File: src/rtl/fetch_pc_sequencer.sv
// fetch_pc_sequencer: owns the fetch PC, applies EX-stage redirects,
// arbitrates hazard stall and imem backpressure, and drives pipeline flushes.
//
// Ports:
//   clk, rst_n      clock, async active-low reset
//   stall           hazard unit hold request
//   PcSel, BrPC     branch unit redirect strobe and target
//   imem_ready      imem accepts the fetch at pc_o this cycle
//   pc_o            current fetch PC (Cur_PC to branch unit)
//   fetch_valid     pc_o is a live fetch request
//   flush_ifid/idex squash strobes for the IF/ID and ID/EX registers
//   misalign_err    one-cycle pulse when a redirect target had BrPC[1:0]!=0
//   redirect_cnt    saturating count of accepted redirects
//
// Build option: define REDIRECT_STATS_EN to implement redirect_cnt;
// otherwise it is tied to zero.
//
// A redirect loads pc_o with the target on the edge it is sampled, so the
// target itself is the pending PC while waiting in HOLD.
// fetch_valid is registered: in RUN it drops for the cycles following an
// edge at which a stall held the PC.
module fetch_pc_sequencer #(
  parameter int              PC_W      = 9,
  parameter logic [PC_W-1:0] RESET_PC  = '0,
  parameter int              FLUSH_CYC = 2
) (
  input  logic            clk,
  input  logic            rst_n,
  input  logic            stall,
  input  logic            PcSel,
  input  logic [31:0]     BrPC,
  input  logic            imem_ready,
  output logic [PC_W-1:0] pc_o,
  output logic            fetch_valid,
  output logic            flush_ifid,
  output logic            flush_idex,
  output logic            misalign_err,
  output logic [15:0]     redirect_cnt
);

  typedef enum logic [1:0] {
    BOOT,
    RUN,
    FLUSH,
    HOLD
  } state_t;

  localparam logic [2:0] CNT_LOAD = 3'(FLUSH_CYC - 1);

  state_t          state_q;
  state_t          state_d;
  logic [PC_W-1:0] pc_d;
  logic [2:0]      cnt_q;
  logic [2:0]      cnt_d;
  logic            redirect;
  logic            run_stalled;
  logic [PC_W-1:0] target;
  logic [PC_W-1:0] pc_inc;
  logic            unused_brpc;

  assign target      = {BrPC[PC_W-1:2], 2'b00};
  assign pc_inc      = pc_o + PC_W'(4);
  assign unused_brpc = ^BrPC[31:PC_W];

  always_comb begin
    state_d     = state_q;
    pc_d        = pc_o;
    cnt_d       = cnt_q;
    redirect    = 1'b0;
    run_stalled = 1'b0;
    if (state_q == BOOT) begin
      state_d = RUN;
    end else if (PcSel) begin
      redirect = 1'b1;
      pc_d     = target;
      cnt_d    = CNT_LOAD;
      state_d  = imem_ready ? FLUSH : HOLD;
    end else if (stall) begin
      run_stalled = (state_q == RUN);
    end else begin
      unique case (state_q)
        RUN: begin
          if (imem_ready) pc_d = pc_inc;
        end
        FLUSH: begin
          if (imem_ready) pc_d = pc_inc;
          if (cnt_q == 3'd0) state_d = RUN;
          else cnt_d = cnt_q - 3'd1;
        end
        HOLD: begin
          if (imem_ready) begin
            pc_d    = pc_inc;
            cnt_d   = CNT_LOAD;
            state_d = FLUSH;
          end
        end
        default: begin
          state_d = RUN;
        end
      endcase
    end
  end

  always_ff @(posedge clk or negedge rst_n) begin
    if (!rst_n) begin
      state_q      <= BOOT;
      pc_o         <= RESET_PC;
      cnt_q        <= '0;
      fetch_valid  <= 1'b0;
      flush_ifid   <= 1'b0;
      flush_idex   <= 1'b0;
      misalign_err <= 1'b0;
    end else begin
      state_q      <= state_d;
      pc_o         <= pc_d;
      cnt_q        <= cnt_d;
      fetch_valid  <= (state_d != BOOT) && !run_stalled;
      flush_ifid   <= (state_d == FLUSH) || (state_d == HOLD);
      flush_idex   <= (state_d == FLUSH) || (state_d == HOLD);
      misalign_err <= redirect && (BrPC[1:0] != 2'b00);
    end
  end

`ifdef REDIRECT_STATS_EN
  always_ff @(posedge clk or negedge rst_n) begin
    if (!rst_n) begin
      redirect_cnt <= '0;
    end else if (redirect && (redirect_cnt != 16'hFFFF)) begin
      redirect_cnt <= redirect_cnt + 16'd1;
    end
  end
`else
  assign redirect_cnt = 16'h0;
`endif

endmodule
File: config.mk
export PLATFORM = sky130hd
export DESIGN_NAME = fetch_pc_sequencer
export DESIGN_NICKNAME = d
export VERILOG_FILES = /design/src/rtl/fetch_pc_sequencer.sv
export SDC_FILE = /design/constraint.sdc
export NUM_CORES = 1
export LEC_CHECK = 0
export ABC_CLOCK_PERIOD_IN_PS = 2900
export BUFFER_PORTS_ARGS = -buffer_cell sky130_fd_sc_hd__buf_2
export CORE_UTILIZATION = 47
export CTS_BUF_LIST = sky130_fd_sc_hd__clkbuf_4 sky130_fd_sc_hd__clkbuf_8
export CTS_CLUSTER_SIZE = 8
export DETAILED_ROUTE_END_ITERATION = 8
export GPL_ROUTABILITY_DRIVEN = 0
export GPL_TIMING_DRIVEN = 0
export PLACE_DENSITY = 0.95
export SLEW_MARGIN = 20
export SYNTH_ARGS = -nofsm -noshare
export SYNTH_HDL_FRONTEND = slang
export SYNTH_SLANG_ARGS = --single-unit
File: constraint.sdc
create_clock -name clk -period 2.9 [get_ports clk]
set_input_delay 0.29 -clock clk [delete_from_list [all_inputs] [get_ports clk]]
set_output_delay 0.29 -clock clk [all_outputs]
set_load 0.01 [all_outputs]
==> qor.txt, run 1 <==
Most common cell in the synthesized netlist -> buf_4
Reg area -> 375 um2
Hold WC Path Type -> input port to register
Synth top area share -> 36.9%
TritonCTS clock tree -> built
Iteration-0 DRC Markers -> 22
Final net count -> 198
Run status -> finished clean
Cell taking the most area after synthesis -> dfrtp_1
Clk_lat worst skew -> 300 ps
Post-synthesis cell area -> 1020 um2
CP Class -> register to register
Mapped Cells -> 111
Via Count -> 931
Post-DP Area -> 1230 um2
# fillers -> 180
Slowest cell delay on critical path -> 380 ps
Reg2Reg Depth -> 6
Fin worst setup slack -> 1230 ps
Fmax -> 0.599 GHz
DRC errors left -> 0
Arr. time, crit path -> 1850 ps
Leak Pwr -> 0.000660 uW
Wirelength, routed -> 2210 um
Initial antenna violation count -> 0
Chip width -> 48.5 um
Post-synth EDFFs -> 0
Via count of the first global-routing pass -> 870
CTS Buffer Depth -> 2
Htree depth -> 1
Sequential area share after synthesis -> 36.9%
Ys flop type -> dfrtp_1
Die Y -> 48.5 um
Synth cell types -> 32
Peak VDD IR -> 0.000320 V
Cell at the slowest stage of the critical path -> dfrtp_1
Leading post-synthesis cells by cell area -> dfrtp_1, buf_4, o21ai_0
Gate power share -> 41.7%
Register bit count reported by yosys -> 15
Core Region -> 2000 um2
Port buffer count -> 24
Setup Viol. Count Final -> 0
Rel. slew slack -> 58.3%
Buf/Inv on CP -> 1
Diodes inserted -> 0
Switching share of power -> 39.8%
# clock sinks -> 15
Post-synthesis async set-or-reset flop share -> 100%
Max Cap Violations -> 0
I/O pin cnt -> 66
Design area -> 1270 um2
P_sw -> 307 uW
Clock-pin transition on the worst setup and hold timing paths -> 100 ps
Syn avg cell area -> 9.16 um2
Worst-margin pin slew -> 626 ps
Initial Utilization -> 50.8%
Grt total ovfl -> 0
Antenna Nets Post-Route -> 0
Clock network power share -> 16.2%
Hpwl dp -> 1720 um
CTS buffer count -> 3
Die ar. -> 2350 um2
Vias per cell -> 5.06
Rows -> 16
GRT Resource Usage Total -> 21.0%
Critical Path Sink Type -> register
Routed length per placed instance -> 12.0 um
First drt pass iteration count -> 4
Pint -> 466 uW
Critical Path RT -> 3080 ps
Multi-input logic area -> 522 um2
Largest net degree at the start of global routing -> 16
Ys Warns -> 0
Slew Limit Fails -> 0
Post-place setup slack -> 1230 ps
Hold depth -> 3
Cell family with most CP delay -> simple AND/OR/NAND/NOR gates
Clock Skew -> 6.10 ps
RSZ-0062 raised after global routing -> no
Share of layout cells above drive strength 1 -> 35.0%
First-pass GRT wire length -> 3740 um
Resized Gates After CTS -> 0
Root Buffer -> clkbuf_4
Crit Path Max Fanout -> 3
Critical path, cell by cell -> inv_1 -> ha_1 -> nor3b_2 -> nor4b_4 -> mux2i_1 -> a22oi_2
CP Launch Type -> register
PD cells -> 607 nW/um2
P&R area growth vs syn -> 25.1%
Ratio of final minimum period to clock period -> 57.5%
Setup TNS -> 0 ps
Most instantiated cells after synthesis -> buf_4, dfrtp_1, nor2_1, o21ai_0, a21oi_1
Min Tclk post-route -> 1670 ps
Sequential Power Share -> 42.0%
Critical Path Stages -> 6
Final hold viol count -> 0
==> timing repair <==
| item | in CTS | in global routing |
|---|---|---|
| hold endpoints to repair | 15 | 0 |
| hold buffers | 1 | 0 |
| setup buffers | 0 | 0 |
==> layer usage <==
layer  wire length [um]  track usage (%)
met5                  0                0
met4                 64             15.7
met3                 98            0.629
met2               1160             37.8
met1                885             23.5
==> flip-flops by register name, indices dropped and copies added, names as in the netlist <==
name	count
pc_o	7
state_q	2
fetch_valid	1
misalign_err	1
flush_idex	1
cnt_q	3
==> final cells by class <==
class / instances / share of cell area [%]
multi-input combinational: 86 / 41.0
clock inverter: 1 / 0.393
timing repair buffer: 25 / 10.2
buffer: 23 / 13.3
tap: 27 / 2.65
inverter: 4 / 1.18
clock buffer: 3 / 1.77
sequential: 15 / 29.5
==> cells in the final DEF, fill, tap and decap left out, types with 2 or more instances in the layout <==
cell type	n
a21oi_1	6
a22oi_1	3
buf_2	27
buf_4	19
clkbuf_4	3
conb_1	18
dfrtp_1	15
ha_1	3
inv_1	4
mux2i_1	4
nand2_1	5
nand3_1	2
nor2_1	12
nor2b_1	2
nor4bb_1	2
o21ai_0	12
o22ai_1	2
==> stage by stage <==
| stage | std cells | util, % | power, uW | hold WS, ps |
|---|---|---|---|---|
| after floorplan | 128 | - | 541 | -5.59 |
| after global placement | 179 | 61.7 | 623 | 209 |
| after detailed placement | 179 | 61.7 | 648 | 215 |
| after CTS | 184 | 63.6 | 773 | 191 |
| after global routing | 184 | 63.6 | 830 | 191 |
| final | 184 | 63.6 | 773 | 192 |
==> power groups by stage <==
| stage | Combinational [uW] | Sequential [uW] | Clock, uW |
|---|---|---|---|
| 6_report | 323 | 325 | 126 |
| 5_1_grt | 357 | 331 | 141 |
| 4_1_cts | 321 | 323 | 128 |
| 3_5_place_dp | 320 | 328 | 0 |
| 3_3_place_gp | 304 | 320 | 0 |
| 2_1_floorplan | 206 | 335 | 0 |
==> worst paths after layout <==
path                           from            to  slack [ps]
max in group asynchronous     rst_n       pc_o[8]        2220
max reg2reg                cnt_q[0]      cnt_q[0]        1230
min in group asynchronous     rst_n       pc_o[4]         430
max                        cnt_q[0]      cnt_q[0]        1230
min reg2reg                cnt_q[1]      cnt_q[1]         520
min                         BrPC[0]  misalign_err         190
==> tightest hold or removal path, cell delays in order <==
cell and delay [ps]:
buf_2 70, nor2_1 30, nor2_1 70
==> cells by family after synthesis <==
| kind of cell | share of synthesized area [%] |
|---|---|
| simple gates | 17.3 |
| buf+inv | 18.1 |
| flops | 36.9 |
| fa+ha+maj | 3.69 |
| other cells | 0.369 |
| compound gates | 19.7 |
| mux | 3.94 |
Note: power is estimated with default switching activity, not from simulation.
==> run 2: changes to the inputs <==
ABC_CLOCK_PERIOD_IN_PS = 1500   (was 2900)
CORE_UTILIZATION = 39   (was 47)
PLACE_DENSITY = 0.87   (was 0.95)
clock period = 1.5 ns   (was 2.9 ns; I/O delays follow)
==> run 2 against run 1 <==
Net effect:
- the run now ends with setup timing left
- via count rose by 4.7%
- global-route usage fell by 3.3 points
- combinational power rose by 140%
- flip-flop and latch count did not move
- critical path depth did not move
- critical path type unchanged
- non-clock buffer count rose by 9
- final cell count rose by 6.5%
- utilization fell by 7.8 points
- fmax rose by 7.6%
==> qor.txt, run 2 (synthesis gave the netlist of run 1 again) <==
Core Region -> 2480 um2 (was 2000 um2)
Run status -> finished with violations (was finished clean)
CP Launch Type -> register (unchanged)
Wirelength, routed -> 2430 um (was 2210 um)
Port buffer count -> 24 (unchanged)
GRT Resource Usage Total -> 17.7% (was 21.0%)
P&R area growth vs syn -> 35.9% (was 25.1%)
R2r startpoint -> cnt_q[1] (was cnt_q[0])
Initial antenna violation count -> 0 (unchanged)
Register with the most flip-flops -> pc_o (unchanged)
Vias per cell -> 4.97 (was 5.06)
Largest regs -> pc_o x7, cnt_q x3, state_q x2 (unchanged)
Final net count -> 207 (was 198)
# fillers -> 215 (was 180)
Largest net degree at the start of global routing -> 16 (unchanged)
Commonest non-fill, non-tap cells in the layout -> buf_4, buf_2, conb_1 (was buf_2, buf_4, conb_1)
PD cells -> 1190 nW/um2 (was 607 nW/um2)
Max FFs per register -> 7 (unchanged)
First-pass GRT wire length -> 3580 um (was 3740 um)
Ratio of final minimum period to clock period -> 103% (was 57.5%)
Register-to-register setup slack -> -50 ps (was 1230 ps)
Buf/Inv on CP -> 1 (unchanged)
Setup TNS -> -65.7 ps (was 0 ps)
Rows -> 18 (was 16)
Fin worst setup slack -> -51.6 ps (was 1230 ps)
Critical Path RT -> 1680 ps (was 3080 ps)
Final hold viol count -> 0 (unchanged)
# clock sinks -> 15 (unchanged)
Post-Place Cells -> 182 (was 179)
Iteration-0 DRC Markers -> 55 (was 22)
Share of layout cells above drive strength 1 -> 43.4% (was 35.0%)
FF-to-FF End -> cnt_q[0] (unchanged)
Min Tclk post-route -> 1550 ps (was 1670 ps)
Fmax -> 0.644 GHz (was 0.599 GHz)
Clk_lat worst skew -> 300 ps (about the same)
Failing checks -> setup timing
Via count of the first global-routing pass -> 833 (was 870)
Diodes inserted -> 0 (unchanged)
Slew Limit Fails -> 0 (unchanged)
Slowest cell delay on critical path -> 380 ps (about the same)
Critical Path Sink Type -> register (unchanged)
Leak Pwr -> 0.000702 uW (was 0.000660 uW)
DRC errors left -> 0 (unchanged)
Hold WS -> 57.1 ps (was 192 ps)
Die Y -> 53.1 um (was 48.5 um)
CTS Buffer Depth -> 2 (unchanged)
I/O pin cnt -> 66 (unchanged)
Hold WC Path Type -> input port to register (unchanged)
Grt total ovfl -> 0 (unchanged)
Arr. time, crit path -> 1730 ps (was 1850 ps)
Layout Cells excl Fill -> 196 (was 184)
Clock-pin transition on the worst setup and hold timing paths -> 100 ps (about the same)
Via Count -> 975 (was 931)
CTS buffer count -> 3 (unchanged)
Worst hold endpoint -> misalign_err (unchanged)
Antenna Nets Post-Route -> 0 (unchanged)
Initial Utilization -> 41.1% (was 50.8%)
Htree depth -> 1 (unchanged)
Hold_sp -> BrPC[0] (unchanged)
Critical path, cell by cell -> inv_2 -> ha_4 -> nor3b_4 -> nor4b_4 -> mux2i_1 -> a22oi_2 (was inv_1 -> ha_1 -> nor3b_2 -> nor4b_4 -> mux2i_1 -> a22oi_2)
CP Class -> register to register (unchanged)
Root Buffer -> clkbuf_4 (unchanged)
Setup Viol. Count Final -> 2 (was 0)
Hpwl dp -> 1590 um (was 1720 um)
Chip width -> 53.1 um (was 48.5 um)
Hold depth -> 3 (unchanged)
First drt pass iteration count -> 4 (unchanged)
Routed length per placed instance -> 12.4 um (was 12.0 um)
Max Cap Violations -> 0 (unchanged)
Cell at the slowest stage of the critical path -> dfrtp_1 (unchanged)
Clock Skew -> 3.72 ps (was 6.10 ps)
Die ar. -> 2820 um2 (was 2350 um2)
Peak VDD IR -> 0.000696 V (was 0.000320 V)
Reg2Reg Depth -> 6 (unchanged)
Most common cell after layout, fill and taps aside -> buf_4 (was buf_2)
TritonCTS clock tree -> built (unchanged)
Crit Path Max Fanout -> 3 (unchanged)
RSZ-0062 raised after global routing -> yes (was no)
Cell family with most CP delay -> simple AND/OR/NAND/NOR gates (unchanged)
## run 2: worst reg2reg max path: cells and delay by family (launching register included)
| family | cells | cell delay, ps |
|---|---|---|
| and+or+nand+nor | 2 | 510 |
| AOI/OAI and AO/OA | 1 | 70 |
| buffers and inverters | 1 | 60 |
| DFF | 1 | 380 |
| muxes | 1 | 250 |
| adders and majority gates | 1 | 160 |
## run 2: final cells by class
cell class	count	area, um2	area share (%)
clock inverter	1	5.00	0.362
inverter	4	15.0	1.09
clock buffer	3	22.5	1.63
buffer	23	169	12.2
multi-input combinational	86	561	40.5
sequential	15	375	27.1
tap	30	37.5	2.71
timing repair buffer	34	198	14.3
## run 2: repair_timing
action / CTS / global route
setup buffers: 5 / 4
resized for setup: 5 / 6
endpoints found under the setup margin: 3 / 10
hold buffers: 1 / 0
hold endpoints to repair: 15 / 0
pin swaps: 3 / 5
## run 2: per-layer routing
metal / up-vias / GRT usage [%] / wire [um]
met5: - / 0 / 0
met4: 0 / 11.0 / 79
met3: 8 / 0.862 / 183
met2: 64 / 30.0 / 1200
met1: 438 / 21.7 / 966
li1: 465 / - / -
## run 2: per-stage QoR
step                total power (uW)  util, %  worst slack [ps]  cell area (um2)
floorplan                       1050        -              3.10             1080
global placement                1210     50.0             -77.0             1240
detailed placement              1240     50.0              -135             1240
CTS                             1550     53.8             -24.2             1330
global route                    1740     55.8              -115             1380
finish                          1640     55.8             -51.6             1380
## run 2: how the worst max path moves through the flow
stage	start	end	slack [ps]	cells after the start
after floorplan	cnt_q[0]	cnt_q[0]	3	6
after global placement	cnt_q[0]	cnt_q[0]	-80	6
after detailed placement	cnt_q[0]	cnt_q[0]	-140	6
after CTS	cnt_q[1]	cnt_q[0]	-20	6
after global routing	cnt_q[1]	cnt_q[0]	-120	6
final	cnt_q[1]	cnt_q[0]	-50	6
## run 2: power by group
group,internal [uW],switching (uW),leakage (uW)
sequential,508,117,0.000173
combinational,381,384,0.000511
clock,99.5,149,0.0000177
total,989,651,0.000702
==> run 3: changes to the inputs <==
CORE_ASPECT_RATIO = 1.25   (was unset)
==> run 3 against run 2 <==
Net effect:
- critical path depth did not move
- critical path type unchanged
- the run still ends with setup timing left
- highest routed layer unchanged
- first-iteration DRC count decreased by 27%
- global-route usage is 0.29 points higher
- largest cell class unchanged
- largest power group unchanged
==> qor.txt, run 3 (synthesis gave the netlist of run 1 again) <==
Crit Path Max Fanout -> 3 (unchanged)
Register-to-register setup slack -> -80 ps (was -50 ps)
Initial Utilization -> 41.5% (was 41.1%)
P&R area growth vs syn -> 34.9% (was 35.9%)
First drt pass iteration count -> 4 (unchanged)
Hold WC Path Type -> input port to register (unchanged)
Diodes inserted -> 0 (unchanged)
Chip width -> 47.7 um (was 53.1 um)
Critical path, cell by cell -> inv_2 -> ha_4 -> nor3b_4 -> nor4b_4 -> mux2i_1 -> a22oi_2 (unchanged)
I/O pin cnt -> 66 (unchanged)
Largest regs -> pc_o x7, cnt_q x3, state_q x2 (unchanged)
CTS Buffer Depth -> 2 (unchanged)
Hold_sp -> BrPC[0] (unchanged)
Fmax -> 0.635 GHz (was 0.644 GHz)
Root Buffer -> clkbuf_4 (unchanged)
Routed length per placed instance -> 12.0 um (was 12.4 um)
Slew Limit Fails -> 0 (unchanged)
Die ar. -> 2820 um2 (about the same)
Leak Pwr -> 0.000693 uW (was 0.000702 uW)
Max FFs per register -> 7 (unchanged)
Worst hold endpoint -> misalign_err (unchanged)
Core Region -> 2450 um2 (was 2480 um2)
FF-to-FF End -> cnt_q[0] (unchanged)
Initial antenna violation count -> 0 (unchanged)
CTS buffer count -> 3 (unchanged)
Wirelength, routed -> 2370 um (was 2430 um)
Failing checks -> setup timing (unchanged)
Fin worst setup slack -> -75.9 ps (was -51.6 ps)
R2r startpoint -> cnt_q[0] (was cnt_q[1])
Design Power -> 1630 uW (was 1640 uW)
Die Y -> 59.1 um (was 53.1 um)
Antenna Nets Post-Route -> 0 (unchanged)
TritonCTS clock tree -> built (unchanged)
Hold depth -> 3 (unchanged)
Register with the most flip-flops -> pc_o (unchanged)
Clock-pin transition on the worst setup and hold timing paths -> 90 ps (was 100 ps)
Critical Path RT -> 1680 ps (about the same)
DRC errors left -> 0 (unchanged)
CP Class -> register to register (unchanged)
GRT Resource Usage Total -> 17.9% (was 17.7%)
Commonest non-fill, non-tap cells in the layout -> buf_2, buf_4, conb_1 (was buf_4, buf_2, conb_1)
Via count of the first global-routing pass -> 878 (was 833)
Clk_lat worst skew -> 290 ps (was 300 ps)
Final hold viol count -> 0 (unchanged)
Critical Path Sink Type -> register (unchanged)
Cell at the slowest stage of the critical path -> dfrtp_1 (unchanged)
Final net count -> 205 (was 207)
First-pass GRT wire length -> 3610 um (was 3580 um)
# clock sinks -> 15 (unchanged)
Cell family with most CP delay -> simple AND/OR/NAND/NOR gates (unchanged)
Slowest cell delay on critical path -> 380 ps (about the same)
Buf/Inv on CP -> 1 (unchanged)
Most common cell after layout, fill and taps aside -> buf_2 (was buf_4)
Share of layout cells above drive strength 1 -> 42.7% (was 43.4%)
Arr. time, crit path -> 1750 ps (was 1730 ps)
Hpwl dp -> 1680 um (was 1590 um)
Min Tclk post-route -> 1580 ps (was 1550 ps)
Max Cap Violations -> 0 (unchanged)
Reg2Reg Depth -> 6 (unchanged)
Peak VDD IR -> 0.000739 V (was 0.000696 V)
PD cells -> 1190 nW/um2 (about the same)
Largest net degree at the start of global routing -> 16 (unchanged)
RSZ-0062 raised after global routing -> yes (unchanged)
CP Launch Type -> register (unchanged)
Ratio of final minimum period to clock period -> 105% (was 103%)
Port buffer count -> 24 (unchanged)
Setup TNS -> -120 ps (was -65.7 ps)
Clock Skew -> 1.56 ps (was 3.72 ps)
Setup Viol. Count Final -> 2 (unchanged)
Iteration-0 DRC Markers -> 40 (was 55)
Grt total ovfl -> 0 (unchanged)
Run status -> finished with violations (unchanged)
Via Count -> 976 (was 975)
Htree depth -> 1 (unchanged)
Vias per cell -> 4.95 (was 4.97)
Post-place setup slack -> -162 ps (was -135 ps)
Rows -> 20 (was 18)
==> run 3: worst max path at each step <==
stage,startpoint,endpoint,slack (ps),cells past startpoint
final,cnt_q[0],cnt_q[0],-80,6
after detailed placement,cnt_q[0],cnt_q[0],-160,6
after floorplan,cnt_q[0],cnt_q[0],3,6
after global placement,cnt_q[0],cnt_q[0],-70,6
after global routing,cnt_q[0],cnt_q[0],-120,6
after CTS,cnt_q[0],cnt_q[0],-60,6
==> run 3: area by class of cell <==
cell class              count  area (um2)
well taps                  33        41.3
multi-input cells          86         559
plain buffers              23         169
flip-flops and latches     15         375
fillers                   237        1080
repair buffers             32         183
inverters                   4        15.0
clock buffers               4        30.0
==> run 3: where the power goes <==
group	internal (uW)	switching, uW
combinational	363	364
sequential	508	132
clock	122	139
total	994	635
==> run 3: what timing repair did <==
action | 4_1_cts | 5_1_grt
buffers inserted | 4 | 3
pin swaps | 3 | 2
setup endpoints to repair | 3 | 8
hold buffers | 1 | 0
gates resized for setup | 5 | 5
hold endpoints to repair | 15 | 0
==> run 3: worst reg2reg max path: cells and delay by family, from the launching register on <==
kind / cells / cell delay, ps
and+or+nand+nor: 2 / 490
DFF: 1 / 380
adders and majority gates: 1 / 160
buffers and inverters: 1 / 70
muxes: 1 / 280
AOI/OAI and AO/OA: 1 / 70
==> run 3: routing by layer <==
layer	GRT usage, %	vias up	share of wire (%)
li1	-	468	-
met1	21.4	470	41
met2	29.5	33	52
met3	3.35	5	5.3
met4	9.13	0	2.1
met5	0	-	0
==> run 3: through the flow <==
stage | util (%) | area [um2] | hold WS [ps] | instances
2_1_floorplan | - | 1080 | -146 | 128
3_3_place_gp | 50.7 | 1240 | 66.5 | 185
3_5_place_dp | 50.7 | 1240 | 78.3 | 185
4_1_cts | 54.3 | 1330 | 64.2 | 194
5_1_grt | 56.0 | 1370 | 73.6 | 197
6_report | 56.0 | 1370 | 60.0 | 197
